<file path="src/rtl/vend_sequencer_if.sv">
// rtl/vend_sequencer_if.sv - key input and display/actuator outputs of the vending sequencer
interface vend_sequencer_if;
    logic       key_valid;
    logic [2:0] key_code;
    logic [3:0] credit;
    logic [2:0] candy_count;
    logic [2:0] can_buy;
    logic [2:0] dispense;
    logic       change_pulse;
    logic       coin_reject;
    logic       busy;

    modport master (
        output key_valid, key_code,
        input  credit, candy_count, can_buy, dispense, change_pulse, coin_reject, busy
    );

    modport slave (
        input  key_valid, key_code,
        output credit, candy_count, can_buy, dispense, change_pulse, coin_reject, busy
    );
endinterface

</file>
<file path="src/rtl/vend_sequencer.sv">
// rtl/vend_sequencer.sv - coin/select/cancel sequencer with timed dispense and unit change payback
module vend_sequencer #(
    parameter int DISP_CYC    = 50,
    parameter int TIMEOUT_CYC = 1000
) (
    input  logic            clk,
    input  logic            reset,
    vend_sequencer_if.slave bus
);
    localparam int DW = (DISP_CYC > 1) ? $clog2(DISP_CYC) : 1;
    localparam int TW = $clog2(TIMEOUT_CYC + 1);
    localparam logic [DW-1:0] DISP_LAST = DW'(DISP_CYC - 1);
    localparam logic [TW-1:0] TMO_LIMIT = TW'(TIMEOUT_CYC);

    typedef enum logic [1:0] {IDLE, CREDIT, DISPENSE, CHANGE} state_t;

    state_t        state_q, state_d;
    logic [3:0]    credit_q, credit_d;
    logic [2:0]    count_q, count_d;
    logic [2:0]    disp_q, disp_d;
    logic          pulse_q, pulse_d;
    logic          reject_q, reject_d;
    logic          busy_q, busy_d;
    logic [DW-1:0] dcnt_q, dcnt_d;
    logic [TW-1:0] tcnt_q, tcnt_d;

    logic       is_coin, is_sel, is_cancel, key_live;
    logic [3:0] coin_val, price;
    logic [2:0] item;
    logic [4:0] sum;

    always_comb begin
        coin_val = 4'd0;
        price    = 4'd0;
        item     = 3'b000;
        case (bus.key_code)
            3'd1:    coin_val = 4'd1;
            3'd2:    coin_val = 4'd2;
            3'd3:    coin_val = 4'd5;
            3'd4:    begin price = 4'd3; item = 3'b001; end
            3'd5:    begin price = 4'd5; item = 3'b010; end
            3'd6:    begin price = 4'd7; item = 3'b100; end
            default: ;
        endcase
    end

    assign key_live  = bus.key_valid && (bus.key_code != 3'd0);
    assign is_coin   = key_live && (bus.key_code <= 3'd3);
    assign is_sel    = key_live && (bus.key_code >= 3'd4) && (bus.key_code <= 3'd6);
    assign is_cancel = key_live && (bus.key_code == 3'd7);
    assign sum       = {1'b0, credit_q} + {1'b0, coin_val};

    always_comb begin
        state_d  = state_q;
        credit_d = credit_q;
        count_d  = count_q;
        disp_d   = disp_q;
        pulse_d  = pulse_q;
        reject_d = 1'b0;
        busy_d   = busy_q;
        dcnt_d   = dcnt_q;
        tcnt_d   = tcnt_q;
        case (state_q)
            IDLE: begin
                if (is_coin) begin
                    if (sum <= 5'd15) begin
                        credit_d = sum[3:0];
                        state_d  = CREDIT;
                        tcnt_d   = '0;
                    end else begin
                        reject_d = 1'b1;
                    end
                end
            end
            CREDIT: begin
                // Any real key restarts the idle timer, and a key always beats a timeout on the same edge.
                if (key_live) begin
                    tcnt_d = '0;
                    if (is_coin) begin
                        if (sum <= 5'd15) credit_d = sum[3:0];
                        else              reject_d = 1'b1;
                    end else if (is_sel && (credit_q >= price)) begin
                        credit_d = credit_q - price;
                        disp_d   = item;
                        busy_d   = 1'b1;
                        dcnt_d   = '0;
                        state_d  = DISPENSE;
                    end else if (is_cancel) begin
                        pulse_d = 1'b1;
                        busy_d  = 1'b1;
                        state_d = CHANGE;
                    end
                end else if (tcnt_q == TMO_LIMIT) begin
                    pulse_d = 1'b1;
                    busy_d  = 1'b1;
                    state_d = CHANGE;
                end else begin
                    tcnt_d = tcnt_q + 1'b1;
                end
            end
            DISPENSE: begin
                if (dcnt_q == DISP_LAST) begin
                    disp_d  = 3'b000;
                    count_d = count_q + 1'b1;
                    if (credit_q != 4'd0) begin
                        pulse_d = 1'b1;
                        state_d = CHANGE;
                    end else begin
                        busy_d  = 1'b0;
                        state_d = IDLE;
                    end
                end else begin
                    dcnt_d = dcnt_q + 1'b1;
                end
            end
            CHANGE: begin
                // High cycle pays one unit; the following low cycle decides whether more remain.
                if (pulse_q) begin
                    pulse_d  = 1'b0;
                    credit_d = credit_q - 4'd1;
                end else if (credit_q == 4'd0) begin
                    busy_d  = 1'b0;
                    state_d = IDLE;
                end else begin
                    pulse_d = 1'b1;
                end
            end
            default: state_d = IDLE;
        endcase
    end

    always_ff @(posedge clk or negedge reset) begin
        if (!reset) begin
            state_q  <= IDLE;
            credit_q <= 4'd0;
            count_q  <= 3'd0;
            disp_q   <= 3'b000;
            pulse_q  <= 1'b0;
            reject_q <= 1'b0;
            busy_q   <= 1'b0;
            dcnt_q   <= '0;
            tcnt_q   <= '0;
        end else begin
            state_q  <= state_d;
            credit_q <= credit_d;
            count_q  <= count_d;
            disp_q   <= disp_d;
            pulse_q  <= pulse_d;
            reject_q <= reject_d;
            busy_q   <= busy_d;
            dcnt_q   <= dcnt_d;
            tcnt_q   <= tcnt_d;
        end
    end

    assign bus.credit       = credit_q;
    assign bus.candy_count  = count_q;
    assign bus.dispense     = disp_q;
    assign bus.change_pulse = pulse_q;
    assign bus.coin_reject  = reject_q;
    assign bus.busy         = busy_q;
    assign bus.can_buy      = busy_q ? 3'b000 :
                              {credit_q >= 4'd7, credit_q >= 4'd5, credit_q >= 4'd3};
endmodule
</file>
<file path="src/flat_wrapper.sv">
// flat-port wrapper written by rule: the top's interface ports become plain ports
module vend_sequencer_flat 
#(
    parameter int DISP_CYC    = 50,
    parameter int TIMEOUT_CYC = 1000
)
  (clk, reset, bus_key_valid, bus_key_code, bus_credit, bus_candy_count, bus_can_buy, bus_dispense, bus_change_pulse, bus_coin_reject, bus_busy);
  vend_sequencer_if bus_i ();
  input  logic clk;
  input  logic reset;
  input wire logic [$bits(bus_i.key_valid)-1:0] bus_key_valid;
  input wire logic [$bits(bus_i.key_code)-1:0] bus_key_code;
  output wire logic [$bits(bus_i.credit)-1:0] bus_credit;
  output wire logic [$bits(bus_i.candy_count)-1:0] bus_candy_count;
  output wire logic [$bits(bus_i.can_buy)-1:0] bus_can_buy;
  output wire logic [$bits(bus_i.dispense)-1:0] bus_dispense;
  output wire logic [$bits(bus_i.change_pulse)-1:0] bus_change_pulse;
  output wire logic [$bits(bus_i.coin_reject)-1:0] bus_coin_reject;
  output wire logic [$bits(bus_i.busy)-1:0] bus_busy;
  assign bus_i.key_valid = bus_key_valid;
  assign bus_i.key_code = bus_key_code;
  assign bus_credit = bus_i.credit;
  assign bus_candy_count = bus_i.candy_count;
  assign bus_can_buy = bus_i.can_buy;
  assign bus_dispense = bus_i.dispense;
  assign bus_change_pulse = bus_i.change_pulse;
  assign bus_coin_reject = bus_i.coin_reject;
  assign bus_busy = bus_i.busy;
  vend_sequencer #(.DISP_CYC(DISP_CYC), .TIMEOUT_CYC(TIMEOUT_CYC)) u_core (.clk(clk), .reset(reset), .bus(bus_i));
endmodule
</file>
<file path="config.mk">
export PLATFORM = sky130hd
export DESIGN_NAME = vend_sequencer_flat
export DESIGN_NICKNAME = d
export VERILOG_FILES = /design/src/rtl/vend_sequencer_if.sv /design/src/rtl/vend_sequencer.sv /design/src/flat_wrapper.sv
export SDC_FILE = /design/constraint.sdc
export NUM_CORES = 1
export LEC_CHECK = 0
export ABC_AREA = 1
export CAP_MARGIN = 30
export CORE_UTILIZATION = 35
export CTS_CLUSTER_SIZE = 28
export DETAILED_ROUTE_END_ITERATION = 16
export GPL_TIMING_DRIVEN = 0
export PLACE_DENSITY = 0.49
export RECOVER_POWER = 50
export SLEW_MARGIN = 25
export SYNTH_ARGS = -nofsm -noshare
export SYNTH_HDL_FRONTEND = slang
export SYNTH_SLANG_ARGS = --single-unit
</file>
<file path="constraint.sdc">
create_clock -name clk -period 5.9 [get_ports clk]
set_input_delay 1.18 -clock clk [delete_from_list [all_inputs] [get_ports clk]]
set_output_delay 1.18 -clock clk [all_outputs]
set_load 0.03 [all_outputs]
</file>
Yosys cells after proc, flatten, opt, wreduce, memory -nomap -nowiden
Cells that the tools add are included.

storage, ports and cells
  output and inout port bits = 16
  logic and storage cells = 136
  register bits after elaboration = 31
  input bits = 6

cells by class
  reductions and logical operators = 22
  magnitude comparators = 8
  equality and inequality tests = 31
  add/subtract/negate cells = 6
  multiplexer cells = 60

operators with widths
  kind                                                    count
  2-to-1 mux 10 bit                                       4
  one-hot mux 3 bit (3 select lines)                      3
  2-to-1 mux 4 bit                                        6
  2-to-1 mux 6 bit                                        4
  2-to-1 mux 2 bit                                        11
  one-hot mux 10 bit (2 select lines)                     1
  2-to-1 mux 1 bit                                        19
  inequality test 2 x 1 -> 1 bit (second input constant)  8
  AND reduction 8 bit                                     2
  2-to-1 mux 3 bit                                        5
  AND reduction 5 bit                                     3
  == test 3 bit (second input constant)                   4
  one-hot mux 4 bit (3 select lines)                      1
  one-hot mux 6 bit (2 select lines)                      1
  adder 10 x 1 -> 10 bit (second input constant)          1
  == test 10 bit (second input constant)                  1
  nonzero test 3 bit                                      3
  >= comparator 4 x 3 -> 1 bit (second input constant)    2
  inequality test 2 bit (second input constant)           4
  one-hot mux 2 bit (4 select lines)                      1
  AND reduction 7 bit                                     1
  adder 6 x 1 -> 6 bit (second input constant)            1
  == test 3 x 2 -> 1 bit (second input constant)          2
  == test 6 bit (second input constant)                   1
  27 further kinds                                        38

Longest topological paths before layout
Gate-level depths: netlist of run 1.

  word-level depth = 9
  gate-level depth with buffers = 15
  gate-level depth less buffers = 14

Worst setup path before layout of run 1
OpenSTA, ideal clock, no wires.

  kind = input -> register
  start point = input bus_key_code[1]
  end point = register u_core.tcnt_q[6]
  stages on the path = 14
  path buffers = 1
  setup time = 74 ps
  slack = 3112 ps
  arrival time = 2714 ps
  required time = 5826 ps
  path through = inv_1 -> nor3_1 -> inv_1 -> fa_1 -> inv_1 -> nand3_2 -> nand2_2 -> nand2_1 -> nand3_2 -> inv_2 -> nand2_2 -> buf_6 -> nand2_1 -> o21ai_2

between the ends
  word-level cells in the longest chain between the ends = 6
  elaborated cells between the ends (all ways) = 16

ends and longest elaborated chain
  item                                                              RTL line               source
  start: declaration                                                flat_wrapper.sv:12     input wire logic [$bits(bus_i.key_code)-1:0] bus_key_code;
  == test 3 x 2 -> 1 bit or == test 3 x 1 -> 1 bit (tied branches)  vend_sequencer.sv:36   case (bus.key_code)
  one-hot mux 3 bit (3 select lines)                                vend_sequencer.sv:36
  adder 4 x 3 -> 5 bit                                              vend_sequencer.sv:51   assign sum = {1'b0, credit_q} + {1'b0, coin_val};
  less-or-equal comparator 5 x 4 -> 1 bit                           vend_sequencer.sv:66   if (sum <= 5'd15) begin
  inequality test 2 x 1 -> 1 bit (no source line)                   n/a
  AND reduction 4 bit (no source line)                              n/a
  end signal: assignment                                            vend_sequencer.sv:152  tcnt_q <= tcnt_d;
  end: declaration                                                  vend_sequencer.sv:25   logic [TW-1:0] tcnt_q, tcnt_d;

Parallel ways exist; a longest one is shown, timed or not.
A chain may end at the register's enable or synchronous reset.

Final worst setup path of run 1
  start point = input bus_key_code[2]
  end point = register u_core.tcnt_q[8]

The elaborated chain is that of the path after synthesis.

==> flow_metrics.tcl, run 1 <==
set metrics [dict create \
    synth_cells 360 \
    crit_path_start_kind "input port" \
    hold_viol_final 0 \
    final_cell_mix "102 x nand2_1, 46 x inv_1, 36 x nor2_1" \
    gp_congestion 0.800 \
    antenna_cells 0 \
    drv_slew 0 \
    overflow 0 \
    place_hpwl_um 4720 \
    cp_num_buf_inv 5 \
    status "finished clean" \
    antenna_found_initial 0 \
    cts_setup_buffers 0 \
    drive_gt1_share_pct 11.5 \
    holdCritPathClass "flop to flop" \
    min-delay-start "u_core.bus.candy_count[2]" \
    cts_buffer_depth 2 \
    cts_hold_buf 0 \
    cap_violations 0 \
    rsz0062_at_grt "no" \
    fin_skew_ns 0.00367 \
    antenna_left 0 \
    power_mw 1.26 \
    regToRegStartpoint "u_core.bus.credit[0]" \
    syn_nets 387 \
    grt.total_usage_pct 17.5 \
    wl_um 5920 \
    fp.dieArea_um2 7610 \
    drt-vias-per-instance 4.62 \
    fin_crit_ns 3.56 \
    drt_pass1_iterations 4 \
    drt_iter0_drc 135 \
    crit_slowest_cell "dlygate4sd3_1" \
    endpoint_kind "flop" \
    htreeDepth 2 \
    post-place-ws_ns 2.14 \
    clock_sinks 31 \
    yosysSeqAreaShare_pct 30.5 \
    crit_chain "dlygate4sd3_1 > nor3_1 > inv_1 > fa_1 > inv_1 > nand3_2 > nand2_2 > nand2_1 > nand3_2 > inv_2 > nand2_2 > buf_6 > nand2_1 > o21ai_1" \
    drc_errors 0 \
    regArea_um2 776 \
    ys_seq_elements 31 \
    syn2layout_area_growth_pct 16.2 \
    p_leak_nw 1.46 \
    cp_max_fo 10 \
    port_buffers 21 \
    fmax_ghz 0.281 \
    path_class "input port to flop" \
    critPathRequiredTime_ns 6.11 \
    grt_pass1_wl_um 10200 \
    cp.arrival_ns 3.77 \
    holdWs_ns 0.478 \
    worstSkewPairLatency_ns 0.28 \
    ys.warnings.count 0 \
    p_per_area_nw_per_um2 426 \
    slowest_delay_ns 0.66 \
    final.period_utilization_pct 60.3 \
    wl_per_cell_um 12.2 \
    critPathTopFamily "buffers and inverters" \
    rows 30 \
    die_w_um 87.2 \
    layout_setup_ws_ns 2.34 \
    ys_types 32 \
    grt_start_max_net_pins 23 \
    grt_pass1_vias 2104 \
    tritoncts "yes" \
    max_slew_margin_pct 22.3 \
    tns_ns 0 \
    die_h_um 87.2 \
    final_common_cell "nand2_1" \
    cts-root-buf "clkbuf_8" \
    worst_slew_pin_slew_ns 1.17 \
    syn_area_per_cell_um2 7.06 \
    fp.coreArea_um2 6910 \
    ios 22 \
    synth_area_um2 2540 \
    cp-startpoint "bus_key_code[2]" \
    num_vias 2247 \
    initial_core_util_pct 36.8 \
    multi_input_area_um2 1540 \
    cts-buffers-inserted 5 \
    ctsResizeCount 0 \
    ir_drop_uv 193 \
    fillCellCount 761 \
    layout.nets 416 \
    clkTransAtPathRegs_ns 0.07 \
    setup_violations 0 \
]
registers in the layout (all words and copies together), names as in the netlist:
register and cells:
u_core.tcnt_q 10, u_core.bus.busy 1, u_core.bus.coin_reject 1, u_core.state_q 2, u_core.bus.credit 4, u_core.bus.candy_count 3, u_core.dcnt_q 6, u_core.bus.change_pulse 1
u_core.bus.dispense 3
routing by layer:
metal  wire length (µm)  GRT usage (%)  share of wire, %  vias up
met4                 49           4.47              0.83        0
met2               2520           26.9                43       24
met1               3160           25.2                53     1004
met5                  0              0                 0        -
met3                196           3.32               3.3        5
li1                   -              -                 -     1214
worst register-to-register path, stage by stage, from the launching register on:
cell and delay, ns:
dfrtp_1 0.47, inv_1 0.15, ha_1 0.25, fa_1 0.42
inv_1 0.07, nand2_1 0.05, nand3_1 0.08, nand2_1 0.13
nand3_1 0.13, nand2_1 0.06, nor2_1 0.26, nand2_1 0.09
nand2_1 0.08
area by class of cell:
cell class	count	share of cell area, %
multi-input cells	274	52.2
plain buffers	5	1.10
repair buffers	22	7.03
clock buffers	5	2.33
flip-flops and latches	31	26.2
clock inverters	3	0.677
inverters	50	6.35
well taps	96	4.06
synth_stat cells:
cell / count / area (µm²)
xor2_1: 5 / 43.8
nor2_4: 2 / 22.5
nor3_1: 3 / 15.0
xnor2_1: 4 / 35.0
buf_4: 2 / 15.0
nand2_4: 3 / 33.8
nand2_1: 102 / 383
nand3_2: 2 / 20.0
ha_1: 19 / 238
o21ai_2: 5 / 43.8
dfrtp_1: 31 / 776
nor2_2: 1 / 6.26
o21ai_0: 17 / 85.1
nand3_1: 27 / 135
nand4_1: 14 / 87.6
nand3_4: 1 / 17.5
o21ai_1: 1 / 5.00
nand3b_1: 3 / 22.5
o211ai_2: 1 / 12.5
a22oi_1: 1 / 7.51
o21bai_1: 2 / 15.0
mux2_2: 1 / 11.3
a31oi_1: 1 / 6.26
inv_2: 4 / 15.0
fa_1: 2 / 40.0
buf_6: 1 / 11.3
inv_1: 46 / 173
nand2_2: 8 / 50.1
buf_2: 2 / 10.0
a21oi_1: 8 / 40.0
nor2_1: 36 / 135
or2_2: 5 / 31.3
where the power goes:
group | total (mW) | switching, mW | leakage (nW) | internal (mW)
Clock | 0.172 | 0.0896 | 0.0402 | 0.0821
Sequential | 0.310 | 0.0524 | 0.416 | 0.258
Combinational | 0.776 | 0.503 | 1.00 | 0.273
stage by stage:
stage / area (µm²) / utilization (%) / instances
2_1_floorplan: 2540 / - / 360
3_3_place_gp: 2870 / 41.6 / 477
3_5_place_dp: 2900 / 41.9 / 478
4_1_cts: 2980 / 43.2 / 486
5_1_grt: 2960 / 42.8 / 486
6_report: 2960 / 42.8 / 486
cells by family after synthesis:
group / count (synthesis) / synth area share [%]
mux: 1 / 0.443
flops: 31 / 30.5
fa+ha+maj: 21 / 10.9
compound gates: 36 / 8.46
xor+xnor: 9 / 3.10
simple gates: 207 / 37.7
buf+inv: 55 / 8.81
path summary, 6_finish.rpt:
path / end / slack, ns / cells past startpoint
setup / recovery: u_core.tcnt_q[8] / 2.34 / 14
hold / removal: u_core.bus.candy_count[2] / 0.48 / 1
setup reg to reg: u_core.bus.credit[0] / 3.59 / 12
hold reg to reg: u_core.bus.candy_count[2] / 0.48 / 1
max in group asynchronous: u_core.dcnt_q[4] / 3.50 / 2
min in group asynchronous: u_core.bus.credit[0] / 0.90 / 1
Note: power is estimated with default switching activity, not from simulation.
==> inputs of run 2 (changes only) <==
==> constraint.sdc (replaced) <==
create_clock -name clk -period 3.3 [get_ports clk]
set_input_delay 0.66 -clock clk [delete_from_list [all_inputs] [get_ports clk]]
set_output_delay 0.66 -clock clk [all_outputs]
set_load 0.03 [all_outputs]
==> flow_metrics.tcl, run 2 (synthesis gave the netlist of run 1 again) <==
set metrics [dict create \
    wl_um 5920 \
    fmax_ghz 0.338 \
    status "finished clean" \
    fin_skew_ns 0.00367 \
    multi_input_area_um2 1540 \
    r2r.worst_path.cells 12 \
    ios 22 \
    initial_core_util_pct 36.8 \
    port_buffers 21 \
    fp.dieArea_um2 7610 \
    grt_pass1_vias 2104 \
    final.period_utilization_pct 89.5 \
    post-place-ws_ns 0.0555 \
    max_slew_margin_pct 22.3 \
    regArea_um2 776 \
    num_vias 2247 \
    cp.arrival_ns 3.17 \
    ir_drop_uv 344 \
    antenna_left 0 \
    drt_iter0_drc 135 \
    r2r_slack_ns 0.99 \
    syn2layout_area_growth_pct 16.2 \
    cap_violations 0 \
    worst_slew_pin_slew_ns 1.17 \
    cp_max_fo 10 \
    htreeDepth 2 \
    grt_pass1_wl_um 10200 \
    largest_register_ffs 10 \
    worstSkewPairLatency_ns 0.28 \
    rr_endpoint "u_core.bus.credit[0]" \
    antenna_cells 0 \
    setup_violations 0 \
    cts-buffers-inserted 5 \
    endpoint_kind "flop" \
    drc_errors 0 \
    wl_per_cell_um 12.2 \
    hold_viol_final 0 \
    fillCellCount 761 \
    rows 30 \
    ctsResizeCount 0 \
    fin_crit_ns 2.95 \
    p_per_area_nw_per_um2 761 \
    grt_start_max_net_pins 23 \
    regToRegStartpoint "u_core.bus.credit[0]" \
    cts_hold_buf 0 \
    power_mw 2.25 \
    clock_sinks 31 \
    rsz0062_at_grt "no" \
    die_w_um 87.2 \
    grt.total_usage_pct 17.5 \
    gp_congestion 0.800 \
    antenna_found_initial 0 \
    drive_gt1_share_pct 11.5 \
    cts_buffer_depth 2 \
    drt-vias-per-instance 4.62 \
    largest_register "u_core.tcnt_q" \
    path_class "input port to flop" \
    drv_slew 0 \
    die_h_um 87.2 \
    place_hpwl_um 4720 \
    final_common_cell "nand2_1" \
    critPathRequiredTime_ns 3.51 \
    crit_path_start_kind "input port" \
    layout_setup_ws_ns 0.345 \
    drt_pass1_iterations 4 \
    holdCritPathClass "input port to asynchronous set/reset pin" \
    cts_setup_buffers 0 \
    clkTransAtPathRegs_ns 0.07 \
    tns_ns 0 \
    overflow 0 \
    p_leak_nw 1.46 \
    final_cell_mix "102 x nand2_1, 46 x inv_1, 36 x nor2_1" \
    layout.nets 416 \
    tritoncts "yes" \
    fp.coreArea_um2 6910 \
    cts-root-buf "clkbuf_8" \
]
## run 2: final cells by class
type                       instances  area share (%)
buffer                             5            1.10
tap                               96            4.06
inverter                          50            6.35
clock inverter                     3           0.677
sequential                        31            26.2
clock buffer                       5            2.33
timing repair buffer              22            7.03
multi-input combinational        274            52.2
## run 2: worst max-delay path by stage
stage,start,end,depth (start not counted)
floorplan,bus_key_code[1],u_core.tcnt_q[6],14
global placement,bus_key_code[1],u_core.tcnt_q[6],15
detailed placement,bus_key_code[2],u_core.tcnt_q[8],14
CTS,bus_key_code[2],u_core.tcnt_q[8],14
global route,bus_key_code[2],u_core.tcnt_q[8],14
finish,bus_key_code[2],u_core.tcnt_q[8],14
## run 2: power breakdown
| group | switching (mW) | internal, mW |
|---|---|---|
| Sequential | 0.0937 | 0.460 |
| Clock | 0.160 | 0.147 |
| Combinational | 0.899 | 0.489 |
## run 2: worst max-delay path: stages
cell,delay (ns)
clkdlybuf4s50_1,0.55
nor3_1,0.39
inv_1,0.11
fa_1,0.46
inv_1,0.11
nand3_2,0.08
nand2_2,0.14
nand2_1,0.11
nand3_2,0.11
inv_2,0.05
nand2_2,0.10
buf_6,0.17
nand2_1,0.05
o21ai_1,0.07
## run 2: metrics by stage
step                area, µm²  hold slack, ns  util, %  std cells
floorplan                2540           0.364        -        360
global placement         2870           0.460     41.6        477
detailed placement       2900           0.480     41.9        478
CTS                      2980           0.265     43.2        486
global route             2960           0.420     42.8        486
finish                   2960           0.384     42.8        486
## run 2: per-layer routing
metal	GRT usage (%)	share of wire, %
met1	25.2	53
met2	26.9	43
met3	3.32	3.3
met4	4.47	0.83
met5	0	0
==> inputs of run 3 (changes only) <==
--- a/config.mk
+++ b/config.mk
@@ -11,7 +11,7 @@
 export CTS_CLUSTER_SIZE = 28
 export DETAILED_ROUTE_END_ITERATION = 16
 export GPL_TIMING_DRIVEN = 0
-export PLACE_DENSITY = 0.49
+export PLACE_DENSITY = 0.51
 export RECOVER_POWER = 50
 export SLEW_MARGIN = 25
 export SYNTH_ARGS = -nofsm -noshare
==> constraint.sdc (replaced) <==
create_clock -name clk -period 2.5 [get_ports clk]
set_input_delay 0.5 -clock clk [delete_from_list [all_inputs] [get_ports clk]]
set_output_delay 0.5 -clock clk [all_outputs]
set_load 0.03 [all_outputs]
==> flow_metrics.tcl, run 3 (synthesis gave the netlist of run 1 again) <==
set metrics [dict create \
    clock_sinks 31 \
    wl_um 5950 \
    antenna_cells 0 \
    gp_congestion 0.813 \
    initial_core_util_pct 36.8 \
    critPathTopFamily "buffers and inverters" \
    p_per_area_nw_per_um2 1040 \
    grt_start_max_net_pins 22 \
    ios 22 \
    drive_gt1_share_pct 12.8 \
    endpoint_kind "output port" \
    worstSkewPairLatency_ns 0.29 \
    grt_pass1_wl_um 9980 \
    worst_slew_pin_slew_ns 1.16 \
    largest_register "u_core.tcnt_q" \
    rows 30 \
    num_vias 2245 \
    cts_hold_buf 0 \
    critPathRequiredTime_ns 2.00 \
    crit_slowest_cell "clkdlybuf4s50_1" \
    crit_chain "ha_1 > inv_1 > a21oi_1 > clkdlybuf4s50_1" \
    status "finished clean" \
    r2r.worst_path.cells 11 \
    layout_setup_ws_ns 0.154 \
    max_slew_margin_pct 22.5 \
    final_common_cell "nand2_1" \
    rsz0062_at_grt "no" \
    crit_path_start_kind "flop" \
    fp.dieArea_um2 7610 \
    holdWs_ns 0.203 \
    wl_per_cell_um 12.2 \
    dp_cells 478 \
    final.period_utilization_pct 93.8 \
    antenna_found_initial 0 \
    cts-root-buf "clkbuf_8" \
    hold_viol_final 0 \
    cp.arrival_ns 1.85 \
    regToRegStartpoint "u_core.bus.credit[0]" \
    cts-buffers-inserted 5 \
    overflow 0 \
    holdCritPathClass "input port to asynchronous set/reset pin" \
    antenna_left 0 \
    slowest_delay_ns 0.68 \
    fin_skew_ns 0.00545 \
    die_w_um 87.2 \
    drc_errors 0 \
    tritoncts "yes" \
    drt_iter0_drc 82 \
    cp_max_fo 7 \
    fin_crit_ns 2.35 \
    fmax_ghz 0.426 \
    power_mw 3.10 \
    largest_register_ffs 10 \
    cp_num_buf_inv 2 \
    clkTransAtPathRegs_ns 0.07 \
    rr_endpoint "u_core.dcnt_q[5]" \
    r2r_slack_ns 0.24 \
    cts_buffer_depth 2 \
    drv_slew 0 \
    cap_violations 0 \
    place_hpwl_um 4650 \
    layout.nets 416 \
    grt_pass1_vias 2088 \
    fin_cells 486 \
    post-place-ws_ns -0.463 \
    final_cell_mix "102 x nand2_1, 46 x inv_1, 35 x nor2_1" \
    setup_violations 0 \
    drt_pass1_iterations 4 \
    drt-vias-per-instance 4.62 \
    fp.coreArea_um2 6910 \
    cts_setup_buffers 0 \
    p_leak_nw 1.49 \
    grt.total_usage_pct 17.2 \
    utilization_pct 43.3 \
    htreeDepth 2 \
    port_buffers 21 \
    path_class "flop to output port" \
    syn2layout_area_growth_pct 17.6 \
    ir_drop_uv 524 \
    die_h_um 87.2 \
]
## run 3: cell type report
cell class | count | area, µm²
Fill cell | 753 | 3920
Multi-Input combinational cell | 274 | 1560
Sequential cell | 31 | 777
Timing Repair Buffer | 22 | 195
Inverter | 50 | 188
Tap cell | 96 | 120
Clock buffer | 6 | 82.6
Buffer | 5 | 36.3
Clock inverter | 2 | 35.0
## run 3: routing by layer
metal / GRT usage (%) / wire, µm / vias to the layer above
li1: - / - / 1210
met1: 25.1 / 3100 / 998
met2: 25.7 / 2540 / 32
met3: 3.22 / 258 / 5
met4: 4.92 / 50 / 0
met5: 0 / 0 / -
## run 3: worst max path at each step
stage	start	end	slack, ns	cells after the start
2_1_floorplan	u_core.bus.credit[1]	u_core.tcnt_q[6]	0.34	12
3_3_place_gp	bus_key_code[1]	u_core.tcnt_q[6]	-0.43	15
3_5_place_dp	bus_key_code[0]	u_core.tcnt_q[8]	-0.46	16
4_1_cts	bus_key_code[0]	u_core.tcnt_q[8]	0.11	16
5_1_grt	bus_key_code[1]	u_core.tcnt_q[8]	0.007	15
6_report	u_core.bus.credit[0]	bus_can_buy[0]	0.15	4
## run 3: report_power, final
part / leakage, nW / internal (mW) / switching, mW
Sequential: 0.415 / 0.609 / 0.130
Clock: 0.0612 / 0.322 / 0.198
Combinational: 1.01 / 0.647 / 1.19
## run 3: metrics by stage
| step | setup TNS [ns] | cell area, µm² |
|---|---|---|
| global route | 0 | 2990 |
| global placement | -9.59 | 2870 |
| finish | 0 | 2990 |
| detailed placement | -10.13 | 2900 |
| floorplan | 0 | 2540 |
| CTS | 0 | 3020 |
## run 3: repair_timing
item,CTS,global route
setup endpoints to repair,26,20
endpoints found under the hold margin,0,0
gates resized for setup,9,6
